$ cat src/rtl/multicycle_control_unit_if.sv
// Purpose : bundle between the multi-cycle control unit and the datapath/IR/memory port.
// Signals : opcode/funct (IR fields) and mem_ready flow into the controller; datapath
//           mux selects, write strobes, memory requests, alu_op, branch_type, the sticky
//           illegal flag and the debug state flow out.
// Modports: master = control unit, slave = datapath / memory side.
interface multicycle_control_unit_if #(
   parameter int unsigned ALUOP_W = 5
);
   logic [5:0]         opcode;
   logic [5:0]         funct;
   logic               mem_ready;
   logic               pc_write;
   logic               pc_write_cond;
   logic [1:0]         pc_source;
   logic               ir_write;
   logic               iord;
   logic               mem_read;
   logic               mem_write;
   logic               reg_write;
   logic               reg_dst;
   logic               mem_to_reg;
   logic               is_jal;
   logic               alu_src_a;
   logic [1:0]         alu_src_b;
   logic [ALUOP_W-1:0] alu_op;
   logic [2:0]         branch_type;
   logic               illegal;
   logic [3:0]         state;

   modport master (
      input  opcode, funct, mem_ready,
      output pc_write, pc_write_cond, pc_source, ir_write, iord, mem_read, mem_write,
             reg_write, reg_dst, mem_to_reg, is_jal, alu_src_a, alu_src_b, alu_op,
             branch_type, illegal, state
   );

   modport slave (
      output opcode, funct, mem_ready,
      input  pc_write, pc_write_cond, pc_source, ir_write, iord, mem_read, mem_write,
             reg_write, reg_dst, mem_to_reg, is_jal, alu_src_a, alu_src_b, alu_op,
             branch_type, illegal, state
   );
endinterface

$ cat src/rtl/multicycle_control_unit.sv
// Purpose : multi-cycle MIPS control FSM (FETCH/DECODE/EXEC/MEM/WB/BRANCH/JUMP/TRAP) driving
//           a shared datapath and a single ready-handshaked memory port, with a memory-latency
//           watchdog, sticky illegal-instruction trap and optional custom opcode 011111.
// Ports   : i_clk - rising-edge clock; i_rst - asynchronous active-high reset;
//           bus   - multicycle_control_unit_if.master (IR fields, mem_ready in; controls out).
// Custom opcode 011111 functs: 010001 bgt, 010010 bgte, 010011 ble, 010100 bleq,
//           010101 bleu, 010110 bgtu (branch_type = funct[2:0] + 1), 101000 seq.
module multicycle_control_unit #(
   parameter int unsigned ALUOP_W       = 5,
   parameter int unsigned MEM_TIMEOUT   = 16,
   parameter bit          ENABLE_CUSTOM = 1'b1
) (
   input logic                       i_clk,
   input logic                       i_rst,
   multicycle_control_unit_if.master bus
);
   typedef enum logic [3:0] {
      StIdle = 4'd0, StFetch = 4'd1, StDecode = 4'd2, StExec = 4'd3, StMem = 4'd4,
      StWb = 4'd5, StBranch = 4'd6, StJump = 4'd7, StTrap = 4'd8
   } state_e;

   localparam int unsigned CNT_W = (MEM_TIMEOUT > 0) ? $clog2(MEM_TIMEOUT + 1) : 1;

   localparam logic [4:0] AluAdd = 5'b00000, AluSub = 5'b00001, AluAddu = 5'b00010,
                          AluSubu = 5'b00011, AluAnd = 5'b01000, AluOr = 5'b01001,
                          AluXor = 5'b01010, AluSll = 5'b01100, AluSrl = 5'b01101,
                          AluSra = 5'b01110, AluLui = 5'b01111, AluSlt = 5'b10000,
                          AluSeq = 5'b10001;

   state_e           r_state, w_state_d;
   logic [CNT_W-1:0] r_cnt, w_cnt_d;

   // Instruction class decode from the IR fields
   logic       w_rtype, w_r_ok, w_jr, w_itype, w_lw, w_sw, w_br, w_j, w_jal;
   logic       w_custom, w_seq, w_cbr, w_to_exec, w_to_branch, w_to_jump, w_timeout;
   logic [4:0] w_r_alu, w_i_alu;
   logic [2:0] w_br_type;

   always_comb begin
      w_rtype  = (bus.opcode == 6'b000000);
      w_r_ok   = 1'b1;
      w_r_alu  = AluAdd;
      unique case (bus.funct)
         6'b100000: w_r_alu = AluAdd;
         6'b100001: w_r_alu = AluAddu;
         6'b100010: w_r_alu = AluSub;
         6'b100011: w_r_alu = AluSubu;
         6'b100100: w_r_alu = AluAnd;
         6'b100101: w_r_alu = AluOr;
         6'b100110: w_r_alu = AluXor;
         6'b101010: w_r_alu = AluSlt;
         6'b000000: w_r_alu = AluSll;
         6'b000010: w_r_alu = AluSrl;
         6'b000011: w_r_alu = AluSra;
         6'b001000: w_r_alu = AluAdd;   // jr, ALU unused
         default:   w_r_ok  = 1'b0;
      endcase
      w_jr    = w_rtype && (bus.funct == 6'b001000);
      w_itype = 1'b1;
      w_i_alu = AluAdd;
      unique case (bus.opcode)
         6'b001000: w_i_alu = AluAdd;
         6'b001001: w_i_alu = AluAddu;
         6'b001100: w_i_alu = AluAnd;
         6'b001101: w_i_alu = AluOr;
         6'b001110: w_i_alu = AluXor;
         6'b001111: w_i_alu = AluLui;
         default:   w_itype = 1'b0;
      endcase
      w_lw      = (bus.opcode == 6'b100011);
      w_sw      = (bus.opcode == 6'b101011);
      w_br      = (bus.opcode == 6'b000100) || (bus.opcode == 6'b000101);
      w_j       = (bus.opcode == 6'b000010);
      w_jal     = (bus.opcode == 6'b000011);
      w_custom  = ENABLE_CUSTOM && (bus.opcode == 6'b011111);
      w_seq     = w_custom && (bus.funct == 6'b101000);
      w_cbr     = w_custom && (bus.funct >= 6'b010001) && (bus.funct <= 6'b010110);
      w_br_type = w_cbr ? 3'(bus.funct[2:0] + 3'd1) : {2'b00, bus.opcode[0]};
      w_to_exec   = (w_rtype && w_r_ok && !w_jr) || w_itype || w_lw || w_sw || w_seq;
      w_to_branch = w_br || w_cbr;
      w_to_jump   = w_j || w_jal || w_jr;
      w_timeout   = (MEM_TIMEOUT != 0) && (r_cnt == CNT_W'(MEM_TIMEOUT));
   end

   always_ff @(posedge i_clk or posedge i_rst) begin
      if (i_rst) begin
         r_state <= StIdle;
         r_cnt   <= '0;
      end else begin
         r_state <= w_state_d;
         r_cnt   <= w_cnt_d;
      end
   end

   always_comb begin
      w_state_d = r_state;
      unique case (r_state)
         StIdle:   w_state_d = StFetch;
         StFetch: begin
            if (bus.mem_ready)  w_state_d = StDecode;
            else if (w_timeout) w_state_d = StTrap;
         end
         StDecode: begin
            if (w_to_exec)        w_state_d = StExec;
            else if (w_to_branch) w_state_d = StBranch;
            else if (w_to_jump)   w_state_d = StJump;
            else                  w_state_d = StTrap;
         end
         StExec:   w_state_d = (w_lw || w_sw) ? StMem : StWb;
         StMem: begin
            if (bus.mem_ready)  w_state_d = w_lw ? StWb : StFetch;
            else if (w_timeout) w_state_d = StTrap;
         end
         StWb, StBranch, StJump: w_state_d = StFetch;
         StTrap:   w_state_d = StTrap;
         default:  w_state_d = StIdle;
      endcase
      // Staying in FETCH/MEM means a cycle spent waiting; any state change clears the count.
      w_cnt_d = '0;
      if ((MEM_TIMEOUT != 0) && (w_state_d == r_state) &&
          ((r_state == StFetch) || (r_state == StMem))) begin
         w_cnt_d = r_cnt + 1'b1;
      end
   end

   always_comb begin
      bus.pc_write      = 1'b0;
      bus.pc_write_cond = 1'b0;
      bus.pc_source     = 2'b00;
      bus.ir_write      = 1'b0;
      bus.iord          = 1'b0;
      bus.mem_read      = 1'b0;
      bus.mem_write     = 1'b0;
      bus.reg_write     = 1'b0;
      bus.reg_dst       = 1'b0;
      bus.mem_to_reg    = 1'b0;
      bus.is_jal        = 1'b0;
      bus.alu_src_a     = 1'b0;
      bus.alu_src_b     = 2'b00;
      bus.alu_op        = '0;
      bus.branch_type   = 3'b000;
      bus.illegal       = 1'b0;
      bus.state         = r_state;
      unique case (r_state)
         StFetch: begin
            bus.mem_read  = 1'b1;
            bus.alu_src_b = 2'b01;
            bus.alu_op    = ALUOP_W'(AluAdd);
            // PC+4 and IR load only commit in the cycle the fetch completes
            bus.ir_write  = bus.mem_ready;
            bus.pc_write  = bus.mem_ready;
         end
         StDecode: begin
            bus.alu_src_b = 2'b11;
            bus.alu_op    = ALUOP_W'(AluAdd);
         end
         StExec: begin
            bus.alu_src_a = 1'b1;
            if (w_rtype || w_seq) begin
               bus.alu_src_b = 2'b00;
               bus.alu_op    = ALUOP_W'(w_seq ? AluSeq : w_r_alu);
            end else begin
               bus.alu_src_b = 2'b10;
               bus.alu_op    = ALUOP_W'(w_itype ? w_i_alu : AluAdd);
            end
         end
         StMem: begin
            bus.iord      = 1'b1;
            bus.mem_read  = w_lw;
            bus.mem_write = w_sw;
         end
         StWb: begin
            bus.reg_write  = 1'b1;
            bus.reg_dst    = w_rtype || w_seq;
            bus.mem_to_reg = w_lw;
         end
         StBranch: begin
            bus.alu_src_a     = 1'b1;
            bus.alu_op        = ALUOP_W'(AluSub);
            bus.pc_write_cond = 1'b1;
            bus.pc_source     = 2'b01;
            bus.branch_type   = w_br_type;
         end
         StJump: begin
            bus.pc_write  = 1'b1;
            bus.pc_source = w_jr ? 2'b11 : 2'b10;
            bus.reg_write = w_jal;
            bus.is_jal    = w_jal;
         end
         StTrap:  bus.illegal = 1'b1;
         default: ;
      endcase
   end
endmodule

$ cat src/flat_wrapper.sv
// flat-port wrapper written by rule: the top's interface ports become plain ports
module multicycle_control_unit_flat 
#(
   parameter int unsigned ALUOP_W       = 5,
   parameter int unsigned MEM_TIMEOUT   = 16,
   parameter bit          ENABLE_CUSTOM = 1'b1
)
  (i_clk, i_rst, bus_opcode, bus_funct, bus_mem_ready, bus_pc_write, bus_pc_write_cond, bus_pc_source, bus_ir_write, bus_iord, bus_mem_read, bus_mem_write, bus_reg_write, bus_reg_dst, bus_mem_to_reg, bus_is_jal, bus_alu_src_a, bus_alu_src_b, bus_alu_op, bus_branch_type, bus_illegal, bus_state);
  multicycle_control_unit_if #(.ALUOP_W(ALUOP_W)) bus_i ();
  input logic i_clk;
  input logic i_rst;
  input wire logic [$bits(bus_i.opcode)-1:0] bus_opcode;
  input wire logic [$bits(bus_i.funct)-1:0] bus_funct;
  input wire logic [$bits(bus_i.mem_ready)-1:0] bus_mem_ready;
  output wire logic [$bits(bus_i.pc_write)-1:0] bus_pc_write;
  output wire logic [$bits(bus_i.pc_write_cond)-1:0] bus_pc_write_cond;
  output wire logic [$bits(bus_i.pc_source)-1:0] bus_pc_source;
  output wire logic [$bits(bus_i.ir_write)-1:0] bus_ir_write;
  output wire logic [$bits(bus_i.iord)-1:0] bus_iord;
  output wire logic [$bits(bus_i.mem_read)-1:0] bus_mem_read;
  output wire logic [$bits(bus_i.mem_write)-1:0] bus_mem_write;
  output wire logic [$bits(bus_i.reg_write)-1:0] bus_reg_write;
  output wire logic [$bits(bus_i.reg_dst)-1:0] bus_reg_dst;
  output wire logic [$bits(bus_i.mem_to_reg)-1:0] bus_mem_to_reg;
  output wire logic [$bits(bus_i.is_jal)-1:0] bus_is_jal;
  output wire logic [$bits(bus_i.alu_src_a)-1:0] bus_alu_src_a;
  output wire logic [$bits(bus_i.alu_src_b)-1:0] bus_alu_src_b;
  output wire logic [$bits(bus_i.alu_op)-1:0] bus_alu_op;
  output wire logic [$bits(bus_i.branch_type)-1:0] bus_branch_type;
  output wire logic [$bits(bus_i.illegal)-1:0] bus_illegal;
  output wire logic [$bits(bus_i.state)-1:0] bus_state;
  assign bus_i.opcode = bus_opcode;
  assign bus_i.funct = bus_funct;
  assign bus_i.mem_ready = bus_mem_ready;
  assign bus_pc_write = bus_i.pc_write;
  assign bus_pc_write_cond = bus_i.pc_write_cond;
  assign bus_pc_source = bus_i.pc_source;
  assign bus_ir_write = bus_i.ir_write;
  assign bus_iord = bus_i.iord;
  assign bus_mem_read = bus_i.mem_read;
  assign bus_mem_write = bus_i.mem_write;
  assign bus_reg_write = bus_i.reg_write;
  assign bus_reg_dst = bus_i.reg_dst;
  assign bus_mem_to_reg = bus_i.mem_to_reg;
  assign bus_is_jal = bus_i.is_jal;
  assign bus_alu_src_a = bus_i.alu_src_a;
  assign bus_alu_src_b = bus_i.alu_src_b;
  assign bus_alu_op = bus_i.alu_op;
  assign bus_branch_type = bus_i.branch_type;
  assign bus_illegal = bus_i.illegal;
  assign bus_state = bus_i.state;
  multicycle_control_unit #(.ALUOP_W(ALUOP_W), .MEM_TIMEOUT(MEM_TIMEOUT), .ENABLE_CUSTOM(ENABLE_CUSTOM)) u_core (.i_clk(i_clk), .i_rst(i_rst), .bus(bus_i));
endmodule
$ cat config.mk
export PLATFORM = sky130hd
export DESIGN_NAME = multicycle_control_unit_flat
export DESIGN_NICKNAME = d
export VERILOG_FILES = /design/src/rtl/multicycle_control_unit_if.sv /design/src/rtl/multicycle_control_unit.sv /design/src/flat_wrapper.sv
export SDC_FILE = /design/constraint.sdc
export NUM_CORES = 1
export LEC_CHECK = 0
export CELL_PAD_IN_SITES_DETAIL_PLACEMENT = 0
export CELL_PAD_IN_SITES_GLOBAL_PLACEMENT = 1
export CORE_MARGIN = 5
export CORE_UTILIZATION = 28
export DETAILED_ROUTE_END_ITERATION = 10
export PLACE_DENSITY_LB_ADDON = 0.1
export SETUP_SLACK_MARGIN = 0.5
export SYNTH_ARGS = -nofsm -noshare
export SYNTH_HDL_FRONTEND = slang
export SYNTH_SLANG_ARGS = --single-unit
export TNS_END_PERCENT = 10
$ cat constraint.sdc
create_clock -name i_clk -period 2 [get_ports i_clk]
set_clock_uncertainty 0.05 [all_clocks]
set_input_delay 0.4 -clock i_clk [delete_from_list [all_inputs] [get_ports i_clk]]
set_output_delay 0.4 -clock i_clk [all_outputs]
set_load 0.03 [all_outputs]
==> results of run 1 <==
[routing by layer]
layer / global-route usage / vias up / wire, um
li1: - / 825 / -
met1: 0.2112 / 805 / 2119
met2: 0.2997 / 61 / 2500
met3: 0.02600 / 8 / 274
met4: 0.05594 / 0 / 95
met5: 0 / - / 0
[synth_stat cells (all sizes together), types with 2 or more instances]
| master | n | area, um2 |
|---|---|---|
| a21o | 2 | 15.01 |
| nor2 | 19 | 71.32 |
| and2 | 2 | 12.51 |
| clkbuf | 8 | 30.03 |
| nor3b | 5 | 42.54 |
| nand4b | 2 | 17.52 |
| or3 | 3 | 23.77 |
| nor4b | 2 | 17.52 |
| a21boi | 2 | 15.02 |
| xnor2 | 2 | 17.52 |
| inv | 10 | 37.54 |
| o21ai | 12 | 60.06 |
| dfrtp | 9 | 225.2 |
| nand3 | 6 | 30.03 |
| and4 | 2 | 18.77 |
| a21oi | 12 | 60.06 |
| a31oi | 3 | 18.77 |
| xor2 | 3 | 26.28 |
| buf | 2 | 10.01 |
| nor4 | 6 | 37.54 |
| o22ai | 2 | 12.51 |
| nand2b | 4 | 25.02 |
| nor2b | 6 | 37.54 |
| nor3 | 6 | 30.03 |
| and3 | 3 | 18.77 |
| nand2 | 11 | 41.29 |
| o2111ai | 2 | 17.52 |
| ha | 7 | 87.58 |
[flip-flops by register name, summed over array words and instances (netlist names)]
| name | flops |
|---|---|
| u_core.bus.state | 4 |
| u_core.r_cnt | 5 |
[worst paths after layout]
kind                            cells after the start  slack (ns)            start                  end
worst max-delay path                                8       -0.61    bus_opcode[2]        bus_alu_op[0]
worst min-delay path                                2        0.38            i_rst  u_core.bus.state[2]
worst max register to register                      7        0.24  u_core.r_cnt[1]      u_core.r_cnt[2]
worst min register to register                      2        0.48  u_core.r_cnt[0]      u_core.r_cnt[0]
max in group asynchronous                           2        1.25            i_rst  u_core.bus.state[1]
min in group i_clk                                  2        0.48  u_core.r_cnt[0]      u_core.r_cnt[0]
[metrics by stage]
stage          instance area (um2)  setup TNS (ns)  hold WS (ns)    util  worst slack, ns
2_1_floorplan                 1341          -5.823        0.1778       -          -0.4485
3_3_place_gp                  2143          -16.51        0.4665  0.4991           -1.205
3_5_place_dp                  2143          -17.48        0.4748  0.4991           -1.269
4_1_cts                       2321          -5.764        0.3824  0.5405          -0.6134
5_1_grt                       2452          -6.699        0.4242  0.5711          -0.6341
6_report                      2452          -5.738        0.3802  0.5711          -0.6066
[layout by cell type (no fill, tap or decap), types with 6 or more instances in the layout]
cell | synthesis | final
nand2_1 | 11 | 10
buf_4 | 0 | 65
nor2b_1 | 6 | 6
inv_1 | 10 | 7
nand3_1 | 6 | 6
dfrtp_1 | 9 | 7
buf_6 | 0 | 20
o21ai_0 | 10 | 8
nor2_1 | 19 | 15
a21oi_1 | 12 | 6
[power breakdown]
group          internal [mW]  switching, mW
clock                  0.136         0.0786
combinational          0.635          0.872
sequential             0.233         0.0387
[what timing repair did]
| item | in CTS | in global routing |
|---|---|---|
| endpoints found under the setup margin | 37 | 35 |
| pin swaps | 12 | 9 |
| gates cloned | 0 | 0 |
| setup buffers | 2 | 4 |
| resized for setup | 80 | 34 |
[kinds of logic after synthesis]
group / Yosys count
AO/OA/AOI/OAI: 48
XOR/XNOR: 5
adder cells (fa/ha/maj): 7
buffers and inverters: 20
flip-flops: 9
AND/OR/NAND/NOR: 83
[final cells by class]
| cell class | instances | share of cell area |
|---|---|---|
| clock inverters | 1 | 0.002041 |
| flip-flops and latches | 9 | 0.09286 |
| multi-input cells | 143 | 0.4893 |
| well taps | 52 | 0.02653 |
| inverters | 10 | 0.01531 |
| clock buffers | 3 | 0.01684 |
| repair buffers | 103 | 0.3571 |
[worst register-to-register path, delay by kind of cell, from the launching register on]
kind | cells | cell delay, ns
AOI/OAI and AO/OA | 3 | 0.69
adders and majority gates | 1 | 0.13
buffers and inverters | 1 | 0.06
DFF | 1 | 0.39
and+or+nand+nor | 2 | 0.31
==> summary.md, run 1 <==
| Metric | Value |
|---|---|
| Post-Synth Simple-Gate Area | `0.3882` |
| Die height | `76.14 um` |
| Critical path type | `in -> out` |
| Die area | `5797 um2` |
| GR Util All Layers | `0.1708` |
| Worst Hold Class | `in -> async` |
| Crit path DAT | `2.16 ns` |
| DRT Wirelength | `4.989 mm` |
| Mux cell area share after synthesis | `0` |
| Failing checks | `setup timing` |
| Number of I/O port buffers | `42` |
| Slowest CP cell | `or4_4` |
| Critical Path RT | `1.55 ns` |
| DRT iter0 DRCs | `97` |
| Rows | `24` |
| Vias/cell | `5.293` |
| ANT nets after route | `0` |
| Yosys warns | `0` |
| Register area share after synthesis | `0.1839` |
| CP max stage delay | `0.53 ns` |
| Syn-to-layout area delta | `100.2%` |
| Clk_lat worst skew | `0.24 ns` |
| Compound-Gate Fraction of Synth Area | `0.2574` |
| Max Freq | `0.3836 GHz` |
| Worst path bufs/invs | `3` |
| Final slew viol count | `0` |
| DRC | `0` |
| Clk buf depth | `2` |
| Synth async-reset ratio | `1.000` |
| Yosys reg bits | `9` |
| Num CTS Buffers | `3` |
| EDFF count, synth | `0` |
| Number of fill cells | `415` |
| CTS Root Cell | `clkbuf_8` |
| Outcome | `finished, violations left` |
| Synth Area in Adders | `0.07150` |
| CTS tree | `yes` |
| Placed Cells | `311` |
| Final worst path period share | `1.303` |
| Diode count | `0` |
| RD Place Congestion | `0.8666` |
| Post-layout nets | `292` |
| Final min period | `2.607 ns` |
| Initial antenna violation count | `0` |
| First-pass DRT Iterations | `4` |
| Synthesized area | `1225 um2` |
| Routed length per instance | `15.54 um` |
| Synth Area in XOR/XNOR | `0.03575` |
| Post-Syn Nets | `194` |
| Critical path cell sequence | `buf_6 > or4_4 > or3_4 > a21o_4 > buf_6 > a21boi_4 > o22ai_4 > buf_6` |
| Core Area | `4294 um2` |
| RSZ-0062 raised after global routing | `yes` |
| H-tree levels | `1` |
| Setup ws final | `-0.6066 ns` |
| Fin. Hold Viols | `0` |
| Worst slew margin | `0.7468` |
| Die Wd | `76.14 um` |
| Critical Path Source Type | `primary input` |
| Via count | `1699` |
| Vias in the first global route | `1733` |
| Maximum vdd drop | `0.0009584 V` |
| Final setup fails | `18` |
| Power per Cell Area | `813.1 nW/um2` |
| Share of cells above drive strength 1 | `0.5539` |
| Primary FF master, synth | `dfrtp_1` |
| Starting Density | `0.2853` |
| Crit. End Element | `output pin` |
| DP Wirelength | `3.967 mm` |
| Largest net degree at the start of global routing | `14` |
| Global-route wire length before repair | `8.445 mm` |
| Average cell area after synthesis | `7.122 um2` |
| Synth cell types | `52` |
| I/O pins | `43` |
| Gate count after technology mapping | `172` |
| Clock sinks | `9` |
| Pwr Total | `1.994 mW` |
| Multi-input logic area | `1200 um2` |
| Max Cap Violations | `0` |
| Crit-path max FO | `4` |
| FF+latch area | `227.7 um2` |
| Combinational family with the most area after synthesis | `simple AND/OR/NAND/NOR gates` |
| Post-CTS Hold Fix Bufs | `0` |
| CP most frequent cell | `buf_6` |
| Leakage Power | `1.121 nW` |
| Clk slew on worst S/H paths | `0.05 ns` |
| Crit-path leading delay family | `simple AND/OR/NAND/NOR gates` |
| Final instance count without filler cells | `321` |
| GRT overflow | `0` |
| Worst slew pin tran | `0.3763 ns` |
Power figures use the tool's default switching activity.
==> run 2, diff against run 1 <==
--- a/config.mk
+++ b/config.mk
@@ -11,6 +11,7 @@
 export CORE_UTILIZATION = 28
 export DETAILED_ROUTE_END_ITERATION = 10
 export PLACE_DENSITY_LB_ADDON = 0.1
+export RECOVER_POWER = 100
 export SETUP_SLACK_MARGIN = 0.5
 export SYNTH_ARGS = -nofsm -noshare
 export SYNTH_HDL_FRONTEND = slang
==> summary.md, run 2 (synthesis results as in run 1) <==
| Metric | Value |
|---|---|
| Outcome | `finished, violations left` |
| Failing checks | `setup timing` |
| Top reg by flops | `u_core.r_cnt` |
| Worst reg2reg path startpoint | `u_core.bus.state[1]` |
| Switching Share | `0.5046 (+0.008249)` |
| Initial antenna violation count | `0 (unchanged)` |
| Crit-path max FO | `4 (unchanged)` |
| Post-layout nets | `292 (unchanged)` |
| Share of cells above drive strength 1 | `0.5465 (-0.007435)` |
| ANT nets after route | `0 (unchanged)` |
| Rows | `24 (unchanged)` |
| Clock sinks | `9 (unchanged)` |
| Largest net degree at the start of global routing | `14 (unchanged)` |
| RD Place Congestion | `0.8666 (unchanged)` |
| Die height | `76.14 um (unchanged)` |
| Worst slew margin | `0.7468 (about the same)` |
| Core Area | `4294 um2 (unchanged)` |
| Clk buf depth | `2 (unchanged)` |
| Max reg flops | `5 (unchanged)` |
| Most frequent cells in the layout | `buf_4 (61), buf_6 (17), nor2_1 (15), nand2_1 (10), o21ai_0 (8)` |
| Clk_lat worst skew | `0.24 ns (about the same)` |
| R2R setup slack | `0.19 ns (-0.05 ns)` |
| H-tree levels | `1 (unchanged)` |
| Net Sw Power | `982.7 uW (-0.70%)` |
| Cells on worst reg2reg path | `6 (-1)` |
| Fin. Hold Viols | `0 (unchanged)` |
| I/O pins | `43 (unchanged)` |
| DRC | `0 (unchanged)` |
| Num CTS Buffers | `3 (unchanged)` |
| P_int | `964.8 uW (-3.9%)` |
| Die Wd | `76.14 um (unchanged)` |
| Max Freq | `0.3841 GHz (+0.11%)` |
| Pre-CTS setup slack | `-1.269 ns (unchanged)` |
| Min Hold Slack | `0.4812 ns (+0.1010 ns)` |
| CP max stage delay | `0.53 ns (about the same)` |
| Critical Path End | `bus_alu_op[0]` |
| Post-CTS Hold Fix Bufs | `0 (unchanged)` |
| Logic gate share of total power | `0.752 (-0.004)` |
| First-pass DRT Iterations | `4 (unchanged)` |
| Via count | `1698 (-0.059%)` |
| Flop pwr share | `0.138 (+0.002)` |
| DRT Wirelength | `4.960 mm (-0.58%)` |
| Final worst path period share | `1.302 (-0.001449)` |
| Critical Path RT | `1.55 ns (about the same)` |
| CTS Root Cell | `clkbuf_8` |
| Maximum vdd drop | `0.0008831 V (-7.9%)` |
| RSZ-0062 raised after global routing | `yes` |
| R2R Path End | `u_core.r_cnt[2]` |
| Starting Density | `0.2853 (unchanged)` |
| Clk slew on worst S/H paths | `0.05 ns (about the same)` |
| Number of I/O port buffers | `42 (unchanged)` |
| Diode count | `0 (unchanged)` |
| Crit path DAT | `2.15 ns (about the same)` |
| Critical path cell sequence | `buf_6 > or4_4 > or3_4 > a21o_4 > buf_6 > a21boi_4 > o22ai_4 > buf_6` |
| Vias/cell | `5.290 (about the same)` |
| Syn-to-layout area delta | `97.85%` |
| Vias in the first global route | `1733 (unchanged)` |
| CTS tree | `yes` |
| FF+latch area | `227.7 um2 (unchanged)` |
| Clk network pwr share | `0.110 (+0.002)` |
| DP Wirelength | `3.967 mm (unchanged)` |
| Setup ws final | `-0.6037 ns (+0.002899 ns)` |
| Multi-input logic area | `1200 um2 (unchanged)` |
| CP most frequent cell | `buf_6` |
| Slowest CP cell | `or4_4` |
| Crit. End Element | `output pin` |
| Worst Hold Class | `reg -> reg` |
| Number of fill cells | `421 (+1.4%)` |
| Commonest non-fill, non-tap cell in the layout | `buf_4` |
| Final min period | `2.604 ns (-0.002899 ns)` |
| Die area | `5797 um2 (unchanged)` |
| Global-route wire length before repair | `8.445 mm (unchanged)` |
| Worst slew pin tran | `0.3763 ns (+0.000002027 ns)` |
| Final slew viol count | `0 (unchanged)` |
| Pwr Total | `1.948 mW (-2.3%)` |
| Critical path type | `in -> out` |
| Leakage Power | `1.108 nW (-1.2%)` |
| DRT iter0 DRCs | `127 (+31%)` |
| Routed length per instance | `15.45 um (-0.58%)` |
| GRT overflow | `0 (unchanged)` |
| Critical Path Source | `bus_opcode[2]` |
| Critical Path Source Type | `primary input` |
| Power per Cell Area | `803.6 nW/um2 (-1.2%)` |
| Final setup fails | `20 (+2)` |
| Max Cap Violations | `0 (unchanged)` |
| GR Util All Layers | `0.1708 (unchanged)` |
[run 2: changes by cell type in the layout (fill, tap and decap cells not counted), sizes merged]
cell	delta
clkdlybuf4s50	-1
buf	-8
clkbuf	+8
dlygate4sd3	+1
[run 2: how the worst min path moves through the flow]
stage	startpoint	to	slack (ns)	depth (start not counted)
after floorplan	i_rst	u_core.bus.state[0]	0.18	1
after global placement	u_core.r_cnt[0]	u_core.r_cnt[0]	0.47	2
after detailed placement	u_core.r_cnt[4]	u_core.r_cnt[4]	0.47	2
after CTS	i_rst	u_core.r_cnt[2]	0.38	2
after global routing	u_core.r_cnt[0]	u_core.r_cnt[0]	0.51	2
final	u_core.r_cnt[0]	u_core.r_cnt[0]	0.48	2
[run 2: routing by layer]
layer / track usage / vias up / routed length, um
met4: 0.05594 / 0 / 95
met3: 0.02600 / 8 / 280
met2: 0.2997 / 64 / 2486
met5: 0 / - / 0
met1: 0.2112 / 801 / 2097
li1: - / 825 / -
[run 2: cell type report]
class | instances | share of cell area
multi-input cells | 143 | 0.4951
flip-flops and latches | 9 | 0.09396
well taps | 52 | 0.02685
repair buffers | 103 | 0.3495
clock buffers | 3 | 0.01704
inverters | 10 | 0.01549
clock inverters | 1 | 0.002065
[run 2: power by group through the flow]
stage	logic (mW)	registers, mW	clock network (mW)
4_1_cts	1.40	0.270	0.225
3_5_place_dp	1.34	0.269	0
2_1_floorplan	0.734	0.331	0
6_report	1.46	0.269	0.215
3_3_place_gp	1.33	0.265	0
5_1_grt	1.57	0.274	0.235
[run 2: metrics by stage]
| step | std cells | TNS [ns] | cell area [um2] | util |
|---|---|---|---|---|
| floorplan | 172 | -5.823 | 1341 | - |
| global placement | 311 | -16.51 | 2143 | 0.4991 |
| detailed placement | 311 | -17.48 | 2143 | 0.4991 |
| CTS | 317 | -5.764 | 2321 | 0.5405 |
| global route | 321 | -7.515 | 2424 | 0.5644 |
| finish | 321 | -5.957 | 2424 | 0.5644 |
[run 2: critical path: cells and delay by family]
kind	cells	cell delay, ns
simple gates	2	0.90
compound gates	3	0.49
buf+inv	3	0.35
[run 2: timing repair]
item                                    CTS  global route
endpoints found under the hold margin     0             0
pin swaps                                12             9
setup buffers                             2             4
endpoints found under the setup margin   37            35
resized for setup                        80            34
==> run 3, diff against run 2 <==
--- a/config.mk
+++ b/config.mk
@@ -5,6 +5,7 @@
 export SDC_FILE = /design/constraint.sdc
 export NUM_CORES = 1
 export LEC_CHECK = 0
+export ABC_AREA = 1
 export CELL_PAD_IN_SITES_DETAIL_PLACEMENT = 0
 export CELL_PAD_IN_SITES_GLOBAL_PLACEMENT = 1
 export CORE_MARGIN = 5
==> summary.md, run 3 <==
| Metric | Value |
|---|---|
| Min-Delay Endpoint | `u_core.r_cnt[0]` |
| Max Cap Violations | `0 (unchanged)` |
| Worst slew margin | `0.7456 (-0.001267)` |
| Post-CTS Hold Fix Bufs | `0 (unchanged)` |
| Starting Density | `0.2880 (+0.002744)` |
| Yosys warns | `0 (unchanged)` |
| ANT nets after route | `0 (unchanged)` |
| Util after Layout | `0.5928 (+0.02841)` |
| Initial antenna violation count | `0 (unchanged)` |
| Average cell area after synthesis | `6.142 um2 (-14%)` |
| First-pass DRT Iterations | `4 (unchanged)` |
| Clock sinks | `9 (unchanged)` |
| Post-Syn Nets | `242 (+25%)` |
| Worst Hold Class | `reg -> reg` |
| GR Util All Layers | `0.1687 (-0.002068)` |
| Share of cells above drive strength 1 | `0.5838 (+0.03735)` |
| Vias/cell | `4.555 (-14%)` |
| Cells on worst reg2reg path | `12 (+6)` |
| EDFF count, synth | `0 (unchanged)` |
| Clk buf depth | `2 (unchanged)` |
| Critical Path RT | `1.55 ns (about the same)` |
| Num CTS Buffers | `3 (unchanged)` |
| CTS Root Cell | `clkbuf_8` |
| Primary FF master, synth | `dfrtp_1` |
| Setup TNS | `-1.038 ns (+4.918 ns)` |
| Synth cell types | `32 (-38%)` |
| Final slew viol count | `0 (unchanged)` |
| Syn-to-layout area delta | `105.8%` |
| Synth cell count leaders | `nand2_1 (42), nor2_1 (37), inv_1 (36), nand3_1 (24), dfrtp_1 (9)` |
| Min Hold Slack | `0.4421 ns (-0.03910 ns)` |
| RD Place Congestion | `0.8603 (-0.73%)` |
| Most frequent cells in the layout | `buf_4 (84), nand2_1 (37), inv_1 (24), nor2_1 (24)` |
| Hold Startpoint | `u_core.r_cnt[0]` |
| Critical Path Source Type | `primary input` |
| Leakage Power | `1.388 nW (+25%)` |
| Crit. End Element | `output pin` |
| Hold path cells | `1 (-1)` |
| Top reg by flops | `u_core.r_cnt` |
| DRT iter0 DRCs | `32 (-75%)` |
| Crit path DAT | `1.73 ns (-0.42 ns)` |
| Commonest non-fill, non-tap cell in the layout | `buf_4` |
| Maximum vdd drop | `0.0004483 V (-49%)` |
| Max reg flops | `5 (unchanged)` |
| DP Wirelength | `4.120 mm (+3.9%)` |
| Number of I/O port buffers | `42 (unchanged)` |
| Largest net degree at the start of global routing | `10 (-4)` |
| RSZ-0062 raised after global routing | `yes` |
| Crit-path max FO | `4 (unchanged)` |
| Post-synth top area cell | `dfrtp_1` |
| Max Freq | `0.4579 GHz (+19%)` |
| DRT Wirelength | `5.013 mm (+1.1%)` |
| CTS tree | `yes` |
| GRT overflow | `0 (unchanged)` |
| Diode count | `0 (unchanged)` |
| Synth top area share | `0.1667 (-0.01719)` |
| Synth async-reset ratio | `1.000 (unchanged)` |
| Global-route wire length before repair | `8.535 mm (+1.1%)` |
| Core Area | `4692 um2 (+9.3%)` |
| R2R Path End | `u_core.r_cnt[3]` |
| I/O pins | `43 (unchanged)` |
| Die area | `6315 um2 (+8.9%)` |
| Failing checks | `setup timing` |
| Synth top area cells | `dfrtp_1 (17%), nand2_1 (12%), nor2_1 (10%)` |
| Register area share after synthesis | `0.1667 (-0.01719)` |
| Clk slew on worst S/H paths | `0.04 ns (about the same)` |
| DRC | `0 (unchanged)` |
| Via count | `1822 (+7.3%)` |
| Worst slew pin tran | `0.3833 ns (+0.007013 ns)` |
| Power per Cell Area | `699.1 nW/um2 (-13%)` |
| Final worst path period share | `1.092 (-0.2100)` |
| Final setup fails | `11 (-45%)` |
| Critical path type | `in -> out` |
| Post-layout nets | `369 (+26%)` |
| R2R setup slack | `0.15 ns (-0.04 ns)` |
| Routed length per instance | `12.53 um (-19%)` |
| H-tree levels | `1 (unchanged)` |
| Die height | `79.47 um (+4.4%)` |
| Vias in the first global route | `1854 (+7.0%)` |
| Die Wd | `79.47 um (+4.4%)` |
| Rows | `25 (+4.2%)` |
| Outcome | `finished, violations left` |
| Yosys reg bits | `9 (unchanged)` |
| Synthesized area | `1351 um2 (+10%)` |
| Fin. Hold Viols | `0 (unchanged)` |
| Clk_lat worst skew | `0.24 ns (about the same)` |
| Worst reg2reg path startpoint | `u_core.bus.state[0]` |
| Top-count cell post-synth | `nand2_1` |
| Pwr Total | `1.945 mW (-0.15%)` |
| Setup ws final | `-0.1838 ns (+0.4200 ns)` |
| Final min period | `2.184 ns (-0.4200 ns)` |
| Gate count after technology mapping | `220 (+28%)` |
[run 3: changes by cell type after synthesis, sizes merged, moves of 6 or more]
cell / before / now
inv: 10 / 41
clkbuf: 8 / 0
nand2: 11 / 48
nor2: 19 / 45
nand3: 6 / 28
nor2b: 6 / 0
[run 3: worst max-delay path by stage]
stage          slack (ns)  cells after the start            endpoint           startpoint
2_1_floorplan       -0.07                      7  bus_branch_type[2]  u_core.bus.state[3]
3_3_place_gp        -0.67                     10       bus_alu_op[0]        bus_opcode[3]
3_5_place_dp        -0.72                     10       bus_alu_op[0]        bus_opcode[3]
4_1_cts             -0.18                      8       bus_alu_op[0]  u_core.bus.state[3]
5_1_grt             -0.23                      8       bus_alu_op[0]  u_core.bus.state[2]
6_report            -0.18                      9       bus_alu_op[0]         bus_funct[0]
[run 3: power breakdown]
part / internal [mW] / switching [mW] / leakage (nW)
Sequential: 0.230 / 0.0629 / 0.116
Clock: 0.139 / 0.0744 / 0.0228
Combinational: 0.538 / 0.901 / 1.25
Total: 0.907 / 1.04 / 1.39
[run 3: what timing repair did]
| action | 4_1_cts | 5_1_grt |
|---|---|---|
| resized for setup | 98 | 13 |
| endpoints found under the setup margin | 37 | 36 |
| pin swaps | 14 | 8 |
| setup buffers | 15 | 5 |
[run 3: layer usage]
| layer | vias to the layer above | track usage | share of wire |
|---|---|---|---|
| met5 | - | 0 | 0 |
| met4 | 0 | 0.05670 | 0.024 |
| met3 | 12 | 0.02257 | 0.032 |
| met2 | 36 | 0.2679 | 0.46 |
| met1 | 812 | 0.2332 | 0.49 |
| li1 | 962 | - | - |
[run 3: final cells by class]
type,count,area (um2)
inverter,41,172.7
clock buffer,4,45.04
multi-input combinational,169,1282
timing repair buffer,123,983.4
tap,54,67.56
sequential,9,230.2
fill,457,1911
[run 3: per-stage QoR]
step / cell area [um2] / instances / worst slack, ns
2_1_floorplan: 1585 / 220 / -0.07035
3_3_place_gp: 2460 / 376 / -0.6701
3_5_place_dp: 2460 / 376 / -0.7187
4_1_cts: 2745 / 395 / -0.1842
5_1_grt: 2781 / 400 / -0.2293
6_report: 2781 / 400 / -0.1838
[run 3: cell families after synthesis]
group,synth area share
compound gates,0.1269
xor+xnor,0.01945
fa+ha+maj,0.06481
buf+inv,0.1194
flops,0.1667
simple gates,0.5028
[run 3: worst max-delay path, cell delays in order]
cell,delay (ns)
buf_6,0.08
clkinvlp_4,0.11
buf_4,0.16
ha_2,0.20
buf_4,0.15
a311oi_2,0.25
buf_4,0.17
o31ai_4,0.07
buf_6,0.14
